===== config.mk =====
export PLATFORM = sky130hd
export DESIGN_NAME = crc_gen_16bit_tx
export DESIGN_NICKNAME = d
export VERILOG_FILES = /design/src/rtl/crc_gen_16bit_tx.sv
export SDC_FILE = /design/constraint.sdc
export NUM_CORES = 1
export LEC_CHECK = 0
export CAP_MARGIN = 15
export CORE_ASPECT_RATIO = 0.75
export CORE_MARGIN = 4
export CORE_UTILIZATION = 45
export DETAILED_ROUTE_END_ITERATION = 8
export PLACE_DENSITY = 0.73
export SYNTH_ARGS = -nofsm -noshare
export SYNTH_HDL_FRONTEND = slang
export SYNTH_SLANG_ARGS = --single-unit

===== constraint.sdc =====
create_clock -name clk -period 3.02 [get_ports clk]
set_input_delay 0.604 -clock clk [delete_from_list [all_inputs] [get_ports clk]]
set_output_delay 0.604 -clock clk [all_outputs]
set_load 0.02 [all_outputs]

===== src/rtl/crc_gen_16bit_tx.sv =====
// crc_gen_16bit_tx: USB Tx CRC16 generator; serializes payload bytes LSB-first, then appends the inverted CRC.
module crc_gen_16bit_tx #(
    parameter logic [15:0] CRC_INIT = 16'hFFFF,
    parameter logic [15:0] CRC_POLY = 16'hA001
) (
    input  logic        clk,
    input  logic        rst,
    input  logic        shift_enable,
    input  logic [7:0]  byte_in,
    input  logic        byte_valid,
    input  logic        byte_last,
    input  logic        crc_only,
    output logic        byte_ready,
    output logic        serial_out,
    output logic        tx_active,
    output logic [15:0] crc_value,
    output logic        done,
    output logic        underrun
);
    typedef enum logic [1:0] {IDLE, DATA, CRC} state_t;
    state_t state, state_d;
    logic [7:0]  sr;
    logic        last_q;
    logic [15:0] crc, crc_next;
    logic [3:0]  bit_cnt;
    logic        xfer, bnd;
    assign xfer = byte_valid && byte_ready;
    assign bnd = shift_enable && bit_cnt == 4'd7;
    assign crc_next = (crc >> 1) ^ ((crc[0] ^ serial_out) ? CRC_POLY : 16'h0000);
    always_ff @(posedge clk) begin
        if (rst) state <= IDLE;
        else state <= state_d;
    end
    always_comb begin
        state_d = state;
        case (state)
            IDLE: state_d = xfer ? DATA : crc_only ? CRC : IDLE;
            DATA: if (bnd && !xfer) state_d = last_q ? CRC : IDLE;
            CRC: if (shift_enable && bit_cnt == 4'd15) state_d = IDLE;
            default: state_d = IDLE;
        endcase
    end
    // byte_ready at a DATA boundary is combinational so the next byte lands without a gap bit
    always_comb begin
        byte_ready = !rst && (state == IDLE || (state == DATA && bnd && !last_q));
    end
    always_ff @(posedge clk) begin
        if (rst) begin
            sr         <= 8'h00;
            last_q     <= 1'b0;
            crc        <= CRC_INIT;
            bit_cnt    <= 4'd0;
            serial_out <= 1'b1;
            tx_active  <= 1'b0;
            crc_value  <= 16'h0000;
            done       <= 1'b0;
            underrun   <= 1'b0;
        end else begin
            done     <= 1'b0;
            underrun <= 1'b0;
            case (state)
                IDLE: begin
                    if (xfer) begin
                        sr         <= byte_in;
                        last_q     <= byte_last;
                        crc        <= CRC_INIT;
                        bit_cnt    <= 4'd0;
                        serial_out <= byte_in[0];
                        tx_active  <= 1'b1;
                    end else if (crc_only) begin
                        crc_value  <= ~CRC_INIT;
                        serial_out <= ~CRC_INIT[0];
                        bit_cnt    <= 4'd0;
                        tx_active  <= 1'b1;
                    end
                end
                DATA: begin
                    if (shift_enable) begin
                        crc <= crc_next;
                        if (bit_cnt != 4'd7) begin
                            bit_cnt    <= bit_cnt + 4'd1;
                            serial_out <= sr[bit_cnt[2:0] + 3'd1];
                        end else if (xfer) begin
                            sr         <= byte_in;
                            last_q     <= byte_last;
                            bit_cnt    <= 4'd0;
                            serial_out <= byte_in[0];
                        end else if (last_q) begin
                            crc_value  <= ~crc_next;
                            serial_out <= ~crc_next[0];
                            bit_cnt    <= 4'd0;
                        end else begin
                            underrun   <= 1'b1;
                            serial_out <= 1'b1;
                            tx_active  <= 1'b0;
                            bit_cnt    <= 4'd0;
                        end
                    end
                end
                CRC: begin
                    if (shift_enable) begin
                        if (bit_cnt == 4'd15) begin
                            done       <= 1'b1;
                            serial_out <= 1'b1;
                            tx_active  <= 1'b0;
                            bit_cnt    <= 4'd0;
                        end else begin
                            bit_cnt    <= bit_cnt + 4'd1;
                            serial_out <= crc_value[bit_cnt + 4'd1];
                        end
                    end
                end
                default: ;
            endcase
        end
    end
endmodule


==> results of run 1 <==
## path summary, 6_finish.rpt
| path | from | end | slack (ns) |
|---|---|---|---|
| worst max-delay path | shift_enable | byte_ready | 0.17 |
| worst max register to register | bit_cnt[1]$_SDFFE_PP0P_ | serial_out$_SDFFE_PP1P_ | 0.83 |
| worst min-delay path | crc[7]$_SDFFE_PP1P_ | crc[7]$_SDFFE_PP1P_ | 0.47 |
| worst min register to register | crc[7]$_SDFFE_PP1P_ | crc[7]$_SDFFE_PP1P_ | 0.47 |
## worst max-delay path, delay by kind of cell
family                 cells  cell delay [ns]
buffers and inverters      2             1.09
AND/OR/NAND/NOR            2             0.39
AO/OA/AOI/OAI              1             0.15
## logic make-up (layout without fill, tap and decap cells)
group / count (synthesis) / after routing / share of synthesized area (%)
compound gates: 49 / 49 / 15.2
flops: 51 / 51 / 41.5
fa+ha+maj: 5 / 5 / 2.54
mux: 38 / 38 / 17.7
buf+inv: 26 / 61 / 4.93
xor+xnor: 6 / 6 / 2.13
simple gates: 87 / 87 / 16.0
## state kept, by name (all words and copies together), names as in the netlist
name and count:
crc 16, crc_value 16, sr 8, bit_cnt 4, state 2, done 1, last_q 1, serial_out 1
tx_active 1, underrun 1
## per-stage QoR
step / hold slack [ns] / area [um2] / util (%) / power, W / cells
5_1_grt: 0.493 / 2980 / 55.9 / 0.00258 / 372
3_5_place_dp: 0.450 / 2880 / 54.1 / 0.00202 / 364
6_report: 0.470 / 2980 / 55.9 / 0.00240 / 372
3_3_place_gp: 0.445 / 2880 / 54.1 / 0.00199 / 364
2_1_floorplan: 0.436 / 2460 / - / 0.00174 / 262
4_1_cts: 0.473 / 2980 / 55.9 / 0.00243 / 372
## power by group through the flow
stage / Combinational [W] / Sequential, W / Clock (W)
after floorplan: 0.000794 / 0.000947 / 0
after global placement: 0.00105 / 0.000941 / 0
after detailed placement: 0.00107 / 0.000948 / 0
after CTS: 0.00108 / 0.000934 / 0.000417
after global routing: 0.00119 / 0.000952 / 0.000442
final: 0.00107 / 0.000933 / 0.000397
## metal layers
metal,vias up,track usage [%]
met3,5,3.63
met5,-,0
met2,47,25.4
met1,941,23.1
li1,994,-
met4,0,4.88
## layout make-up
| type | count | area [um2] | share of cell area (%) |
|---|---|---|---|
| Clock buffer | 5 | 68.8 | 2.31 |
| Clock inverter | 3 | 23.8 | 0.798 |
| Inverter | 8 | 30.0 | 1.01 |
| Multi-Input combinational cell | 185 | 1320 | 44.4 |
| Sequential cell | 51 | 1020 | 34.3 |
| Tap cell | 75 | 93.8 | 3.15 |
| Timing Repair Buffer | 45 | 418 | 14.0 |
## cell usage in the layout (no fill, tap or decap), drive strengths merged, types with 2 or more instances in the layout
cell           count
a211o             16
nand3b             2
dfxtp             51
nor2              63
clkinvlp           2
nand3              6
clkbuf             5
mux2i             29
a31oi              2
a311oi             2
nand2b             3
o31ai              2
buf               12
or3                2
clkdlybuf4s50     33
ha                 5
nor2b              3
xor2               4
inv                8
mux2               5
a22oi              2
a21oi              8
o21ai              7
xnor2              2
o221ai             2
and2               2
nand2              3
mux4               4
==> impl_metrics.csv, run 1 <==
group,metric,value,unit
status,result_of_the_run,"finished, final reports clean",
route,route.detailed.drc,0,
setup_path,critical_path.cell_chain,"clkdlybuf4s50_1 > nand2_1 > or3_1 > a21oi_1 > clkdlybuf4s50_1",
synth,syn-num-nets,281,
sta,max_slew_margin_vs_limit,59.8,%
synth,synth-seq-area-share,41.5,%
floorplan,die_h,72.1,um
power,clock_power_share,16.5,%
route,met2_wirelength,2320,um
clock_tree,max-clock-path-buffers,2,
floorplan,die_area,6730,um2
cells_and_area,fillerInstances,482,
sta,final_min_period_over_clock_period,94.4,%
route,route.met3.wl,298,um
sta,timing.final.crit_period,2.85,ns
clock_tree,cts_hold_repair.buffers,0,
min_path,min_path_cells,1,
cells_and_area,area_growth,20.9,%
global_routing,pin_count_of_the_biggest_net_entering_global_routing,33,
synth,synth_enable_flop_cells,0,
setup_path,arrival,2.25,ns
job,maxCapViolCount,0,
placement,io_buffers,34,
route,highest-signal-layer,"met4",
clock_tree,number_of_clock_sinks_seen_by_cts,51,
route,antenna_left,0,
synth,synth.top_cells.by_count,"nor2_1, dfxtp_1, mux2i_1",
sta,fin_setup_tns,0,ns
synth,post_synth_inst_count,262,
power,p_per_area,806,nW/um2
synth,yosys.cell_types.count,45,
route,detail_route.first_pass.iterations,4,
floorplan,start_util,46.3,%
sta,rsz0062_at_grt,"no",
synth,synthDominantCellAreaShare,41.5,%
setup_path,required,2.42,ns
synth,post_synthesis_cell_area,2460,um2
power,total_leakage_power,1.18,nW
sta,max_freq,351,MHz
setup_path,cp_slowest_cell,"clkdlybuf4s50_1",
setup_path,cpMostUsedCell,"clkdlybuf4s50_1",
setup_path,critical_path.endpoint_type,"output pin",
power,seqPwrFrac,38.8,%
synth,synth-main-ff-cell,"dfxtp_1",
floorplan,core_area,5320,um2
clock_tree,post_cts_resize_count,0,
clock_tree,cts_bufs_inserted,5,
synth,synth.most_common_cell,"nor2_1",
floorplan,row_count,23,
sta,timing.final.max_slew_violations,0,
placement,routabilityCongestion,0.801,
synth,yosys_register_bits,51,
clock_tree,cts_tree,"yes",
route,detail_route.iter0.violations,76,
global_routing,grtUsageTotal,16.4,%
clock_tree,cts_htree_levels,2,
synth,synth_area_leaders,"dfxtp_1, mux2i_1, nor2_1",
sta,hold_violations,0,
sta,worstMarginPinSlew,0.594,ns
synth,yosys.area.top_type,"dfxtp_1",
sta,finalSetupViolations,0,
power,comb_power_share,44.6,%
setup_path,setup.worst_path.start_class,"input pin",
route,routed_wl_per_cell,14.0,um
placement,dpl_worst_slack,0.167,ns
floorplan,boundaryPins,35,
global_routing,wire_length_of_the_first_global_routing_pass,8820,um
setup_path,worst-path-max-fanout,2,
synth,synthesis.yosys.warnings,0,
placement,dpl.hpwl,3690,um
clock_tree,clk_pin_slew_worst_paths,0.09,ns
global_routing,antenna_found_initial,0,
cells_and_area,finalNetCount,315,
setup_path,reg2regPathDepth,5,
synth,avgSynthCellArea,9.40,um2
cells_and_area,final_layout_size_suffix_gt1_share,11.4,%
global_routing,grt-ovfl-total,0,
route,totalWireLength,5190,um
cells_and_area,antennaDiodeCount,0,
route,route.vias.total,1987,
min_path,worst_hold_path_type,"flip-flop to flip-flop",
power,internal_power,0.00148,W
power,swShare,38.5,%
sta,worst_slack,0.170,ns
clock_tree,post-cts-setup-buffer-count,0,
clock_tree,insertion_delay,0.30,ns
floorplan,dieWidth,93.4,um
route,routed_via_density,5.34,
global_routing,grt_pass1_vias,1886,
setup_path,delay_of_the_slowest_cell_on_the_worst_path,0.61,ns
power,p_sw,0.000925,W
synth,share_of_synthesized_flip_flops_with_an_asynchronous_set_or_reset,0,%
clock_tree,cts_root_buffer,"clkbuf_8",
power,peak_ir_drop_on_the_vdd_network,0.327,mV
sta,finalClockSkew,0.00863,ns
setup_path,critical_path_class,"input pin to output pin",
route,wl_met1,2530,um
Note: power is estimated with default switching activity, not from simulation.
==> inputs of run 2 (changes only) <==
Settings changed: GPL_TIMING_DRIVEN set to 0.
==> run 2 against run 1 <==
Final area is 0.38% higher. Critical endpoint unchanged. Critical path type unchanged. Sequential power is 0.4% lower. Largest cell class unchanged. Count of clock-buffer cells in the layout stayed put. Register-to-register slack worse by 0.24 ns. Global-route usage is 1.2 points higher. Clock skew is 0.0025 ns lower. Via count is 1.4% higher. Fmax is 2.5% higher. Non-clock buffer count is 7 higher. Utilization is 0.21 points higher.
==> impl_metrics.csv, run 2 (synthesis gave the netlist of run 1 again) <==
group,metric,value,unit
global_routing,grt-ovfl-total,0,
placement,routabilityCongestion,0.876,
sta,fin_setup_tns,0,ns
floorplan,die_area,6730,um2
min_path,worst_hold_path_type,"flip-flop to flip-flop",
setup_path,required,2.42,ns
route,antenna_left,0,
clock_tree,max-clock-path-buffers,2,
route,route.detailed.drc,0,
clock_tree,cts_bufs_inserted,5,
route,detail_route.first_pass.iterations,4,
route,routed_wl_per_cell,14.5,um
clock_tree,insertion_delay,0.31,ns
min_path,min_path_cells,1,
floorplan,die_h,72.1,um
sta,rsz0062_at_grt,"no",
sta,max_slew_margin_vs_limit,61.8,%
route,route.vias.total,2014,
cells_and_area,reg.largest.list,"crc x16, crc_value x16, sr x8",
setup_path,worst-path-max-fanout,6,
cells_and_area,finalNetCount,322,
global_routing,grt_pass1_vias,1880,
clock_tree,cts_htree_levels,2,
clock_tree,cts_root_buffer,"clkbuf_8",
sta,final_min_period_over_clock_period,92.1,%
sta,hold_violations,0,
cells_and_area,commonest_cells_after_routing_fill_and_taps_aside,"nor2_1, dfxtp_1, clkdlybuf4s50_1",
setup_path,reg2regPathDepth,6,
floorplan,dieWidth,93.4,um
cells_and_area,mostFrequentLayoutCell,"nor2_1",
setup_path,setup.worst_path.start_class,"input pin",
floorplan,core_area,5320,um2
floorplan,row_count,23,
setup_path,critical_path_class,"input pin to output pin",
setup_path,arrival,2.18,ns
cells_and_area,area_growth,21.4,%
sta,finalClockSkew,0.00614,ns
job,maxCapViolCount,0,
cells_and_area,multiInputGateArea,1320,um2
clock_tree,cts_tree,"yes",
sta,timing.final.max_slew_violations,0,
placement,io_buffers,34,
clock_tree,clk_pin_slew_worst_paths,0.10,ns
placement,dpl.hpwl,4030,um
floorplan,boundaryPins,35,
global_routing,antenna_found_initial,0,
global_routing,pin_count_of_the_biggest_net_entering_global_routing,19,
route,detail_route.iter0.violations,124,
sta,timing.hold.ws,0.471,ns
route,routed_via_density,5.31,
cells_and_area,ff_latch_area,1020,um2
power,peak_ir_drop_on_the_vdd_network,0.433,mV
clock_tree,number_of_clock_sinks_seen_by_cts,51,
cells_and_area,fillerInstances,492,
global_routing,wire_length_of_the_first_global_routing_pass,9280,um
global_routing,grtUsageTotal,17.7,%
status,result_of_the_run,"finished, final reports clean",
sta,worstMarginPinSlew,0.573,ns
power,total_leakage_power,1.18,nW
setup_path,critical_path.endpoint_type,"output pin",
cells_and_area,antennaDiodeCount,0,
power,p_per_area,806,nW/um2
sta,finalSetupViolations,0,
route,totalWireLength,5510,um
sta,timing.final.crit_period,2.78,ns
floorplan,start_util,46.3,%
sta,max_freq,360,MHz
clock_tree,cts_hold_repair.buffers,0,
cells_and_area,final_layout_size_suffix_gt1_share,9.21,%
-- run 2: where the power goes --
group | total [W] | switching, W | leakage, nW | internal [W]
combinational | 0.00106 | 0.000608 | 0.720 | 0.000454
clock | 0.000418 | 0.000249 | 0.0452 | 0.000169
sequential | 0.000929 | 0.0000937 | 0.416 | 0.000836
total | 0.00241 | 0.000950 | 1.18 | 0.00146
-- run 2: cell type report --
type | count | area share, %
Timing Repair Buffer | 34 | 11.3
Buffer | 18 | 3.06
Clock inverter | 3 | 0.837
Tap cell | 75 | 3.14
Sequential cell | 51 | 34.2
Clock buffer | 5 | 2.30
Multi-Input combinational cell | 185 | 44.2
Inverter | 8 | 1.00
-- run 2: worst paths after layout --
kind                            from                 endpoint  slack, ns
max reg2reg  bit_cnt[1]$_SDFFE_PP0P_  serial_out$_SDFFE_PP1P_       0.59
max                     shift_enable               byte_ready       0.24
min reg2reg      crc[6]$_SDFFE_PP1P_      crc[6]$_SDFFE_PP1P_       0.47
min              crc[6]$_SDFFE_PP1P_      crc[6]$_SDFFE_PP1P_       0.47
-- run 2: per-stage QoR --
step / total power [W] / instances / cell area, um2 / worst slack [ns] / util [%]
after CTS: 0.00242 / 379 / 2990 / 0.239 / 56.1
after global routing: 0.00260 / 379 / 2990 / 0.0972 / 56.1
after global placement: 0.00199 / 371 / 2900 / -0.0489 / 54.4
after floorplan: 0.00174 / 262 / 2460 / 0.907 / -
after detailed placement: 0.00201 / 371 / 2900 / -0.0366 / 54.4
final: 0.00241 / 379 / 2990 / 0.239 / 56.1
-- run 2: routing by layer --
metal  track usage (%)  part of all wire [%]  vias up  wire length [um]
met2              26.3                    45       59              2460
met1              25.4                    47      937              2580
met4              5.85                   1.5        0                83
met3              3.83                   6.9        7               382
li1                  -                     -     1011                 -
met5                 0                     0        -                 0
-- run 2: what timing repair did --
action / in CTS / in global routing
resized for setup: 1 / 0
setup buffers: 0 / 0
endpoints found under the hold margin: 0 / 0
endpoints found under the setup margin: 1 / 0
-- run 2: worst max-delay path: stages --
cell and delay (ns):
clkdlybuf4s50_1 0.54, nand2_1 0.17, or3_1 0.36, a21oi_1 0.15
dlygate4sd2_1 0.35
